$ cat src/rtl/key_mode_ctrl_if.sv
`default_nettype none
// ============================================================================
// Module      : key_mode_ctrl_if
// Description : Key pins in, per-key pulses and mode selection out. The board
//               side (master) drives the raw keys; the key front-end (slave)
//               drives the pulses and the wave mode selection.
// Revision    : 1.0 - initial release
// ============================================================================
interface key_mode_ctrl_if #(
    parameter int NUM_KEYS = 4,
    parameter int IDX_W    = 2
);
    logic [NUM_KEYS-1:0] key;
    logic [NUM_KEYS-1:0] key_press;
    logic [NUM_KEYS-1:0] key_long;
    logic [NUM_KEYS-1:0] key_repeat;
    logic [NUM_KEYS-1:0] wave_select;
    logic [IDX_W-1:0]    wave_idx;
    logic                sel_changed;

    modport master (
        output key,
        input  key_press,
        input  key_long,
        input  key_repeat,
        input  wave_select,
        input  wave_idx,
        input  sel_changed
    );

    modport slave (
        input  key,
        output key_press,
        output key_long,
        output key_repeat,
        output wave_select,
        output wave_idx,
        output sel_changed
    );
endinterface
`default_nettype wire

$ cat src/rtl/key_mode_ctrl.sv
`default_nettype none
// ============================================================================
// Module      : key_mode_ctrl
// Description : Debounces NUM_KEYS active-low buttons (one FSM per key), emits
//               press / long-press / auto-repeat pulses, and keeps a one-hot
//               wave mode selection with its binary index.
// Revision    : 1.0 - initial release
// ============================================================================
module key_mode_ctrl #(
    parameter int NUM_KEYS   = 4,
    parameter int CNT_MAX    = 999_999,
    parameter int LONG_MAX   = 49_999_999,
    parameter int REPEAT_MAX = 9_999_999,
    parameter int IDX_W      = 2
) (
    input  wire logic      sys_clk,
    input  wire logic      sys_rst_n,
    key_mode_ctrl_if.slave bus
);

    // One shared counter width per key, sized for the longest terminal count.
    localparam int c_MAX_AB   = (CNT_MAX > LONG_MAX) ? CNT_MAX : LONG_MAX;
    localparam int c_MAX_TERM = (c_MAX_AB > REPEAT_MAX) ? c_MAX_AB : REPEAT_MAX;
    localparam int c_CNT_W    = (c_MAX_TERM > 0) ? $clog2(c_MAX_TERM + 1) : 1;

    localparam logic [c_CNT_W-1:0] c_CNT_TERM    = c_CNT_W'(CNT_MAX);
    localparam logic [c_CNT_W-1:0] c_LONG_TERM   = c_CNT_W'(LONG_MAX);
    localparam logic [c_CNT_W-1:0] c_REPEAT_TERM = c_CNT_W'(REPEAT_MAX);
    localparam logic [c_CNT_W-1:0] c_CNT_ONE     = c_CNT_W'(1);

    typedef enum logic [2:0] {
        ST_IDLE     = 3'd0,
        ST_PRESS_DB = 3'd1,
        ST_HELD     = 3'd2,
        ST_REPEAT   = 3'd3,
        ST_REL_DB   = 3'd4
    } state_t;

    logic [NUM_KEYS-1:0] r_sync1;
    logic [NUM_KEYS-1:0] r_sync2;
    logic [NUM_KEYS-1:0] w_press;
    logic [NUM_KEYS-1:0] w_long;
    logic [NUM_KEYS-1:0] w_repeat;

    logic [NUM_KEYS-1:0] w_win_sel;
    logic [IDX_W-1:0]    w_win_idx;
    logic                w_any_press;

    logic [NUM_KEYS-1:0] r_sel;
    logic [IDX_W-1:0]    r_idx;
    logic                r_sel_chg;

    // Two-flop synchronizer; resets to released (1) so no phantom press on reset.
    always_ff @(posedge sys_clk or negedge sys_rst_n) begin
        if (!sys_rst_n) begin
            r_sync1 <= '1;
            r_sync2 <= '1;
        end else begin
            r_sync1 <= bus.key;
            r_sync2 <= r_sync1;
        end
    end

    for (genvar i = 0; i < NUM_KEYS; i++) begin : g_key
        state_t               r_state;
        logic [c_CNT_W-1:0]   r_cnt;
        logic                 r_press;
        logic                 r_long;
        logic                 r_repeat;
        logic                 w_key_s;

        assign w_key_s     = r_sync2[i];
        assign w_press[i]  = r_press;
        assign w_long[i]   = r_long;
        assign w_repeat[i] = r_repeat;

        // Per-key debounce / hold / repeat FSM with registered pulse outputs.
        always_ff @(posedge sys_clk or negedge sys_rst_n) begin
            if (!sys_rst_n) begin
                r_state  <= ST_IDLE;
                r_cnt    <= '0;
                r_press  <= 1'b0;
                r_long   <= 1'b0;
                r_repeat <= 1'b0;
            end else begin
                r_press  <= 1'b0;
                r_long   <= 1'b0;
                r_repeat <= 1'b0;
                case (r_state)
                    ST_IDLE: begin
                        if (!w_key_s) begin
                            r_state <= ST_PRESS_DB;
                            r_cnt   <= '0;
                        end
                    end
                    ST_PRESS_DB: begin
                        if (w_key_s) begin
                            r_state <= ST_IDLE;
                            r_cnt   <= '0;
                        end else if (r_cnt == c_CNT_TERM) begin
                            r_state <= ST_HELD;
                            r_cnt   <= '0;
                            r_press <= 1'b1;
                        end else begin
                            r_cnt <= r_cnt + c_CNT_ONE;
                        end
                    end
                    ST_HELD: begin
                        if (w_key_s) begin
                            r_state <= ST_REL_DB;
                            r_cnt   <= '0;
                        end else if (r_cnt == c_LONG_TERM) begin
                            r_state <= ST_REPEAT;
                            r_cnt   <= '0;
                            r_long  <= 1'b1;
                        end else begin
                            r_cnt <= r_cnt + c_CNT_ONE;
                        end
                    end
                    ST_REPEAT: begin
                        if (w_key_s) begin
                            r_state <= ST_REL_DB;
                            r_cnt   <= '0;
                        end else if (r_cnt == c_REPEAT_TERM) begin
                            r_cnt    <= '0;
                            r_repeat <= 1'b1;
                        end else begin
                            r_cnt <= r_cnt + c_CNT_ONE;
                        end
                    end
                    ST_REL_DB: begin
                        // A bounce back to low resumes the hold without a new
                        // press; long-press timing starts over.
                        if (!w_key_s) begin
                            r_state <= ST_HELD;
                            r_cnt   <= '0;
                        end else if (r_cnt == c_CNT_TERM) begin
                            r_state <= ST_IDLE;
                            r_cnt   <= '0;
                        end else begin
                            r_cnt <= r_cnt + c_CNT_ONE;
                        end
                    end
                    default: begin
                        r_state <= ST_IDLE;
                        r_cnt   <= '0;
                    end
                endcase
            end
        end
    end

    // Lowest-index pressed key wins when several presses coincide.
    always_comb begin
        w_win_sel = '0;
        w_win_idx = '0;
        for (int k = NUM_KEYS - 1; k >= 0; k--) begin
            if (w_press[k]) begin
                w_win_sel    = '0;
                w_win_sel[k] = 1'b1;
                w_win_idx    = IDX_W'(k);
            end
        end
    end

    assign w_any_press = |w_press;

    // Mode register: updates one cycle after a press, flags real changes only.
    always_ff @(posedge sys_clk or negedge sys_rst_n) begin
        if (!sys_rst_n) begin
            r_sel     <= '0;
            r_idx     <= '0;
            r_sel_chg <= 1'b0;
        end else if (w_any_press) begin
            r_sel     <= w_win_sel;
            r_idx     <= w_win_idx;
            r_sel_chg <= (w_win_sel != r_sel);
        end else begin
            r_sel_chg <= 1'b0;
        end
    end

    assign bus.key_press   = w_press;
    assign bus.key_long    = w_long;
    assign bus.key_repeat  = w_repeat;
    assign bus.wave_select = r_sel;
    assign bus.wave_idx    = r_idx;
    assign bus.sel_changed = r_sel_chg;

endmodule
`default_nettype wire
$ cat src/flat_wrapper.sv
// flat-port wrapper written by rule: the top's interface ports become plain ports
module key_mode_ctrl_flat 
#(
    parameter int NUM_KEYS   = 4,
    parameter int CNT_MAX    = 999_999,
    parameter int LONG_MAX   = 49_999_999,
    parameter int REPEAT_MAX = 9_999_999,
    parameter int IDX_W      = 2
)
  (sys_clk, sys_rst_n, bus_key, bus_key_press, bus_key_long, bus_key_repeat, bus_wave_select, bus_wave_idx, bus_sel_changed);
  key_mode_ctrl_if #(.NUM_KEYS(NUM_KEYS), .IDX_W(IDX_W)) bus_i ();
  input  wire logic sys_clk;
  input  wire logic sys_rst_n;
  input wire logic [$bits(bus_i.key)-1:0] bus_key;
  output wire logic [$bits(bus_i.key_press)-1:0] bus_key_press;
  output wire logic [$bits(bus_i.key_long)-1:0] bus_key_long;
  output wire logic [$bits(bus_i.key_repeat)-1:0] bus_key_repeat;
  output wire logic [$bits(bus_i.wave_select)-1:0] bus_wave_select;
  output wire logic [$bits(bus_i.wave_idx)-1:0] bus_wave_idx;
  output wire logic [$bits(bus_i.sel_changed)-1:0] bus_sel_changed;
  assign bus_i.key = bus_key;
  assign bus_key_press = bus_i.key_press;
  assign bus_key_long = bus_i.key_long;
  assign bus_key_repeat = bus_i.key_repeat;
  assign bus_wave_select = bus_i.wave_select;
  assign bus_wave_idx = bus_i.wave_idx;
  assign bus_sel_changed = bus_i.sel_changed;
  key_mode_ctrl #(.NUM_KEYS(NUM_KEYS), .CNT_MAX(CNT_MAX), .LONG_MAX(LONG_MAX), .REPEAT_MAX(REPEAT_MAX), .IDX_W(IDX_W)) u_core (.sys_clk(sys_clk), .sys_rst_n(sys_rst_n), .bus(bus_i));
endmodule
$ cat config.mk
export PLATFORM = sky130hd
export DESIGN_NAME = key_mode_ctrl_flat
export DESIGN_NICKNAME = d
export VERILOG_FILES = /design/src/rtl/key_mode_ctrl_if.sv /design/src/rtl/key_mode_ctrl.sv /design/src/flat_wrapper.sv
export SDC_FILE = /design/constraint.sdc
export NUM_CORES = 1
export LEC_CHECK = 0
export ABC_AREA = 1
export CORE_UTILIZATION = 65
export DETAILED_ROUTE_END_ITERATION = 8
export HOLD_SLACK_MARGIN = 0.03
export PLACE_DENSITY = 0.83
export REMOVE_ABC_BUFFERS = 1
export SETUP_SLACK_MARGIN = 0.5
export SYNTH_ARGS = -nofsm -noshare
export SYNTH_HDL_FRONTEND = slang
export SYNTH_SLANG_ARGS = --single-unit
$ cat constraint.sdc
create_clock -name sys_clk -period 2.6 [get_ports sys_clk]
set_input_delay 0.52 -clock sys_clk [delete_from_list [all_inputs] [get_ports sys_clk]]
set_output_delay 0.52 -clock sys_clk [all_outputs]
set_load 0.005 [all_outputs]
==> Word level (Yosys, flattened, before mapping) <==
Cells that the tools add are included.
{ "word_totals": {"ff_bits": 143, "inputBits": 6, "out_inout_bits": 19, "wordCells": 204} }
{ "op_classes": {"addsub": 4, "n_eq_ne": 49, "mux": 117, "reduce_logical": 9} }
{ "op_table": {"columns": ["cell", "n"], "rows": [
  ["$mux W26", 32],
  ["$pmux W26 S5", 4],
  ["$add A26 B1 Y26 const B", 4],
  ["$eq A26 B20 Y1 const B", 4],
  ["$eq A26 B24 Y1 const B", 4],
  ["$eq A26 B26 Y1 const B", 4],
  ["$mux W3", 32],
  ["$pmux W3 S5", 4],
  ["$mux W1", 37],
  ["$eq A3 B2 Y1 const B", 8],
  ["$ne A3 B1 Y1 const B", 8],
  ["$reduce_and A5 Y1", 4],
  ["$mux W4", 4],
  ["$eq A3 B1 Y1 const B", 4],
  ["$eq A3 B3 Y1 const B", 4],
  ["$logic_not A3 Y1", 4],
  ["$ne A3 B3 Y1 const B", 4],
  ["$mux W2", 4],
  ["$ne A2 B1 Y1 const B", 4],
  ["$ne A2 B2 Y1 const B", 4],
  ["$ne A4 B4 Y1", 1],
  ["$reduce_or A4 Y1", 1]
]} }

==> Longest topological paths before layout <==
{ "depth": {"ltp_word": 6, "depth_mapped": 13, "mapped_depth_nobuf": 12} }

==> Least setup slack after synthesis <==
No wires, ideal clock.
{ "synth_timing": {"path_type": "register -> register", "start": "register u_core.g_key[3].r_cnt[0]", "end": "register u_core.g_key[3].r_cnt[6]", "setup_ps": 123, "t_arrival_ps": 1611, "slack_ps": 866, "stages_incl_launch_ff": 12, "period_less_slack_ps": 1734, "path_cell_list": "dfrtp_1 ha_1 nand2_2 nor2_2 nand2_2 nor2_1 nand2_1 nand2_1 nand2_1 buf_2 o21ai_0 nand2_1"} }
{ "synth_via": {"elab_chain_cells": 4} }
{ "synth_lines": {"columns": ["item", "line", "source"], "rows": [
  ["start: declaration", "key_mode_ctrl.sv:66", "logic [c_CNT_W-1:0] r_cnt;"],
  ["start signal: assignment", "key_mode_ctrl.sv:105", "r_cnt <= r_cnt + c_CNT_ONE;"],
  ["start signal: assignment", "key_mode_ctrl.sv:117", "r_cnt <= r_cnt + c_CNT_ONE;"],
  ["start signal: assignment", "key_mode_ctrl.sv:128", "r_cnt <= r_cnt + c_CNT_ONE;"],
  ["$add A26 B1 Y26 (tied with other cells)", null, null],
  ["$mux W26, on equally long branches (2 in a row)", null, null],
  ["$pmux W26 S5 (*)", "key_mode_ctrl.sv:89", "case (r_state)"]
]} }
Every way passes the cells marked *; elsewhere a longest branch is shown, timed or not.
A chain may end at the register's enable or synchronous reset.

==> Final worst setup path <==
{ "layout_timing": {"start": "register u_core.g_key[2].r_cnt[0]", "end": "register u_core.g_key[2].r_cnt[25]"} }
{ "layout_via": {"elab_chain_cells": 4} }
{ "layout_lines": {"columns": ["item", "line"], "rows": [
  ["start: declaration", "key_mode_ctrl.sv:66"],
  ["start signal: assignment", "key_mode_ctrl.sv:105"],
  ["start signal: assignment", "key_mode_ctrl.sv:117"],
  ["start signal: assignment", "key_mode_ctrl.sv:128"],
  ["$add A26 B1 Y26 (tied with other cells)", null],
  ["$mux W26, on equally long branches (2 in a row)", null],
  ["$pmux W26 S5 (*)", "key_mode_ctrl.sv:89"]
]} }
Marks and branches as above.

==> summary.json <==
{
  "routing": {
    "post_drt_wl_per_cell_um": 14.80,
    "vias": 10640,
    "met2_wirelength_from_detailed_routing_um": 13280,
    "top_routing_layer_in_use": "met4",
    "number_of_routed_nets_with_antenna_violations": 0,
    "detailedRoute.firstIterationViolations": 1167,
    "wirelength_met1_um": 11750,
    "met3_length_um": 2240,
    "drc_violation_count_after_routing": 0,
    "number_of_vias_per_cell_after_detailed_routing": 5.621,
    "route.final.wire_length_um": 28010,
    "detail_route.first_pass.iterations": 6
  },
  "timing": {
    "skew_ns": 0.01251,
    "transition_time_at_the_pin_with_the_least_slew_margin_ns": 0.5445,
    "hold_viol": 0,
    "maxSlewViolCount": 0,
    "fmax_mhz": 488.9,
    "report.final.setup_viol": 0,
    "slew_headroom": 0.6370,
    "period_share": 0.7866,
    "period_needed_ns": 2.045,
    "rsz0062_at_grt": "true",
    "setup_tns_ns": 0
  },
  "clock_network": {
    "clk_latency_ns": 0.44,
    "clk_buf_depth": 2,
    "cts_tree": "yes",
    "ctsRootBufferMaster": "sky130_fd_sc_hd__clkbuf_16",
    "path_clk_slew_ns": 0.06,
    "clock_sink_count": 143,
    "h_tree_depth": 4,
    "cts-hold-fix-buffers": 0,
    "numCtsBuffers": 17
  },
  "floorplan": {
    "floorplan.die.width_um": 127.5,
    "die_area_mm2": 0.01626,
    "floorplan.initialDensity": 0.6687,
    "die_y_um": 127.5,
    "num_rows": 45,
    "design.portCount": 25,
    "core_mm2": 0.01531
  },
  "layout": {
    "multi_input_area_mm2": 0.005733,
    "layout.filler_cells": 1235,
    "flow.area_growth_from_synthesis_pct": 11.50,
    "finalInstanceArea_mm2": 0.01142,
    "layout_cell_share_with_drive_strength_beyond_1": 0.06841,
    "layout.cells.most_common_list": "606 x sky130_fd_sc_hd__nand2_1, 261 x sky130_fd_sc_hd__nor2_1, 200 x sky130_fd_sc_hd__inv_1",
    "area.sequential_mm2": 0.003590,
    "final_common_cell": "sky130_fd_sc_hd__nand2_1",
    "finalNetCount": 1678,
    "diodes": 0
  },
  "logic_synthesis": {
    "synth_cell_types": 42,
    "post_synth_edffs": 0,
    "ys_ff_latch": 143,
    "postSynth.asyncResetShare": 1.000,
    "synth_seq_area_share": 0.3504,
    "synthesis.area_per_instance_um2": 6.226,
    "synth_warn": 0,
    "syn-cell-area_mm2": 0.01024,
    "most_used_flip_flop_cell_after_synthesis": "sky130_fd_sc_hd__dfrtp_1",
    "syn-instance-count": 1645
  },
  "worst_setup_path": {
    "start_to_end_type_of_the_worst_setup_path": "flop to flop",
    "critPathCaptureType": "flop",
    "critical_path_arrival_ns": 2.36,
    "worst_setup_path_start_kind": "flop",
    "critPathMaxFanout": 13,
    "worst-endpoint-required_ns": 2.91,
    "worst_case_register_to_register_setup_slack_ns": 0.55
  },
  "power": {
    "worst_ir_drop_vdd_mv": 0.7123,
    "power_per_cell_area_mw_per_mm2": 598.2,
    "leakage_nw": 5.795
  },
  "placement": {
    "buffer_ports.inserted": 24,
    "standard_cell_area_after_detailed_placement_mm2": 0.01059,
    "routabilityCongestion": 1.038,
    "final_hpwl_from_detailed_placement_um": 19640
  },
  "global_route": {
    "grt_max_degree": 56,
    "grt_pass1_wl_um": 44760,
    "first_global_vias": 9630,
    "antenna_found_initial": 0,
    "grt-ovfl-total": 0,
    "grt.total_usage": 0.3443
  },
  "run": {
    "max_cap_viol_count": 0
  },
  "min_path": {
    "holdCritPathClass": "input pin to asynchronous set/reset pin"
  },
  "status": {
    "outcome": "finished clean"
  }
}
==> worst max-delay path: stages (launching register included) <==
cell	delay, ns
sky130_fd_sc_hd__dfrtp_1	0.44
sky130_fd_sc_hd__ha_4	0.19
sky130_fd_sc_hd__nand3_4	0.13
sky130_fd_sc_hd__nor2_4	0.16
sky130_fd_sc_hd__inv_1	0.08
sky130_fd_sc_hd__nor2_1	0.14
sky130_fd_sc_hd__nand2_1	0.13
sky130_fd_sc_hd__nand2_1	0.13
sky130_fd_sc_hd__nand2_1	0.08
sky130_fd_sc_hd__buf_4	0.19
sky130_fd_sc_hd__o21ai_0	0.19
sky130_fd_sc_hd__nand2_1	0.07
==> power by group <==
part	switching [W]	internal (W)	leakage, nW
Sequential	0.000116	0.00234	1.96
Clock	0.00103	0.00151	0.297
Combinational	0.00136	0.000470	3.54
Total	0.00251	0.00432	5.79
==> routing by layer <==
metal / vias to the layer above / GRT usage
met5: - / 0
met4: 0 / 0.1183
met3: 87 / 0.06114
met2: 531 / 0.5763
met1: 4840 / 0.4503
li1: 5177 / -
==> worst paths after layout <==
kind                                     startpoint                        end  depth (start not counted)
setup / recovery           u_core.g_key[2].r_cnt[0]  u_core.g_key[2].r_cnt[25]                         11
hold / removal                            sys_rst_n  u_core.g_key[2].r_cnt[12]                          1
setup reg to reg           u_core.g_key[2].r_cnt[0]  u_core.g_key[2].r_cnt[25]                         11
hold reg to reg                   u_core.r_sync1[3]          u_core.r_sync2[3]                          0
max in group asynchronous                 sys_rst_n          u_core.r_sync1[1]                          2
min in group sys_clk              u_core.r_sync1[3]          u_core.r_sync2[3]                          0
==> stage by stage <==
step	hold slack (ns)	setup WS (ns)	instances	power, W	utilization
3_3_place_gp	0.3453	0.5227	1846	0.004033	0.6912
3_5_place_dp	0.3541	0.4737	1846	0.004069	0.6912
6_report	0.04556	0.5548	1892	0.006831	0.7456
2_1_floorplan	0.2244	0.7413	1597	0.003531	-
5_1_grt	0.08108	0.4388	1892	0.007146	0.7456
4_1_cts	0.07205	0.5345	1878	0.006611	0.7321
==> flip-flops by register name, summed over array words and instances, names as in the netlist <==
| signal | flops |
|---|---|
| u_core.r_sync2 | 4 |
| u_core.bus.wave_select | 4 |
| u_core.g_key.r_repeat | 4 |
| u_core.bus.wave_idx | 2 |
| u_core.bus.sel_changed | 1 |
| u_core.g_key.r_long | 4 |
| u_core.r_sync1 | 4 |
| u_core.g_key.r_state | 12 |
| u_core.g_key.r_press | 4 |
| u_core.g_key.r_cnt | 104 |
==> timing repair <==
item | CTS | global route
buffers inserted | 0 | 8
cloned | 0 | 6
pin swaps | 0 | 5
endpoints found under the setup margin | 18 | 99
resized for setup | 2 | 22
==> cell usage after synthesis (all sizes together) (2+ instances only) <==
library cell / number / area (um^2)
nand2: 620 / 2357
nor4: 7 / 43.79
ha: 4 / 50.05
and3: 2 / 12.51
xor2: 36 / 315.3
clkinv: 2 / 7.510
clkbuf: 11 / 41.29
inv: 206 / 775.8
o2111ai: 4 / 35.03
dfstp: 8 / 210.2
o21ai: 75 / 379.1
nand3b: 3 / 22.52
o22ai: 2 / 12.51
nand3: 99 / 538.0
nor2: 277 / 1099
nor3b: 2 / 15.01
xnor2: 8 / 70.07
a21oi: 11 / 55.05
dfrtp: 135 / 3378
nand4: 49 / 306.5
a31oi: 2 / 12.51
o31ai: 2 / 15.01
nor4b: 2 / 17.52
nor3: 38 / 200.2
buf: 36 / 237.7
==> cell type report <==
type | instances | share of cell area
Multi-Input combinational cell | 1252 | 0.5021
Sequential cell | 143 | 0.3144
Inverter | 208 | 0.06859
Clock inverter | 12 | 0.01315
Clock buffer | 20 | 0.04087
Timing Repair Buffer | 46 | 0.03780
Tap cell | 211 | 0.02312
==> logic make-up after synthesis <==
| family | Yosys count | synth area share |
|---|---|---|
| adders and majority gates | 4 | 0.004887 |
| buffers and inverters | 256 | 0.1049 |
| AOI/OAI and AO/OA | 98 | 0.05119 |
| xor gates and xnor gates | 44 | 0.03763 |
| DFF | 143 | 0.3504 |
| and+or+nand+nor | 1100 | 0.4509 |
(Power assumes the default switching activity.)
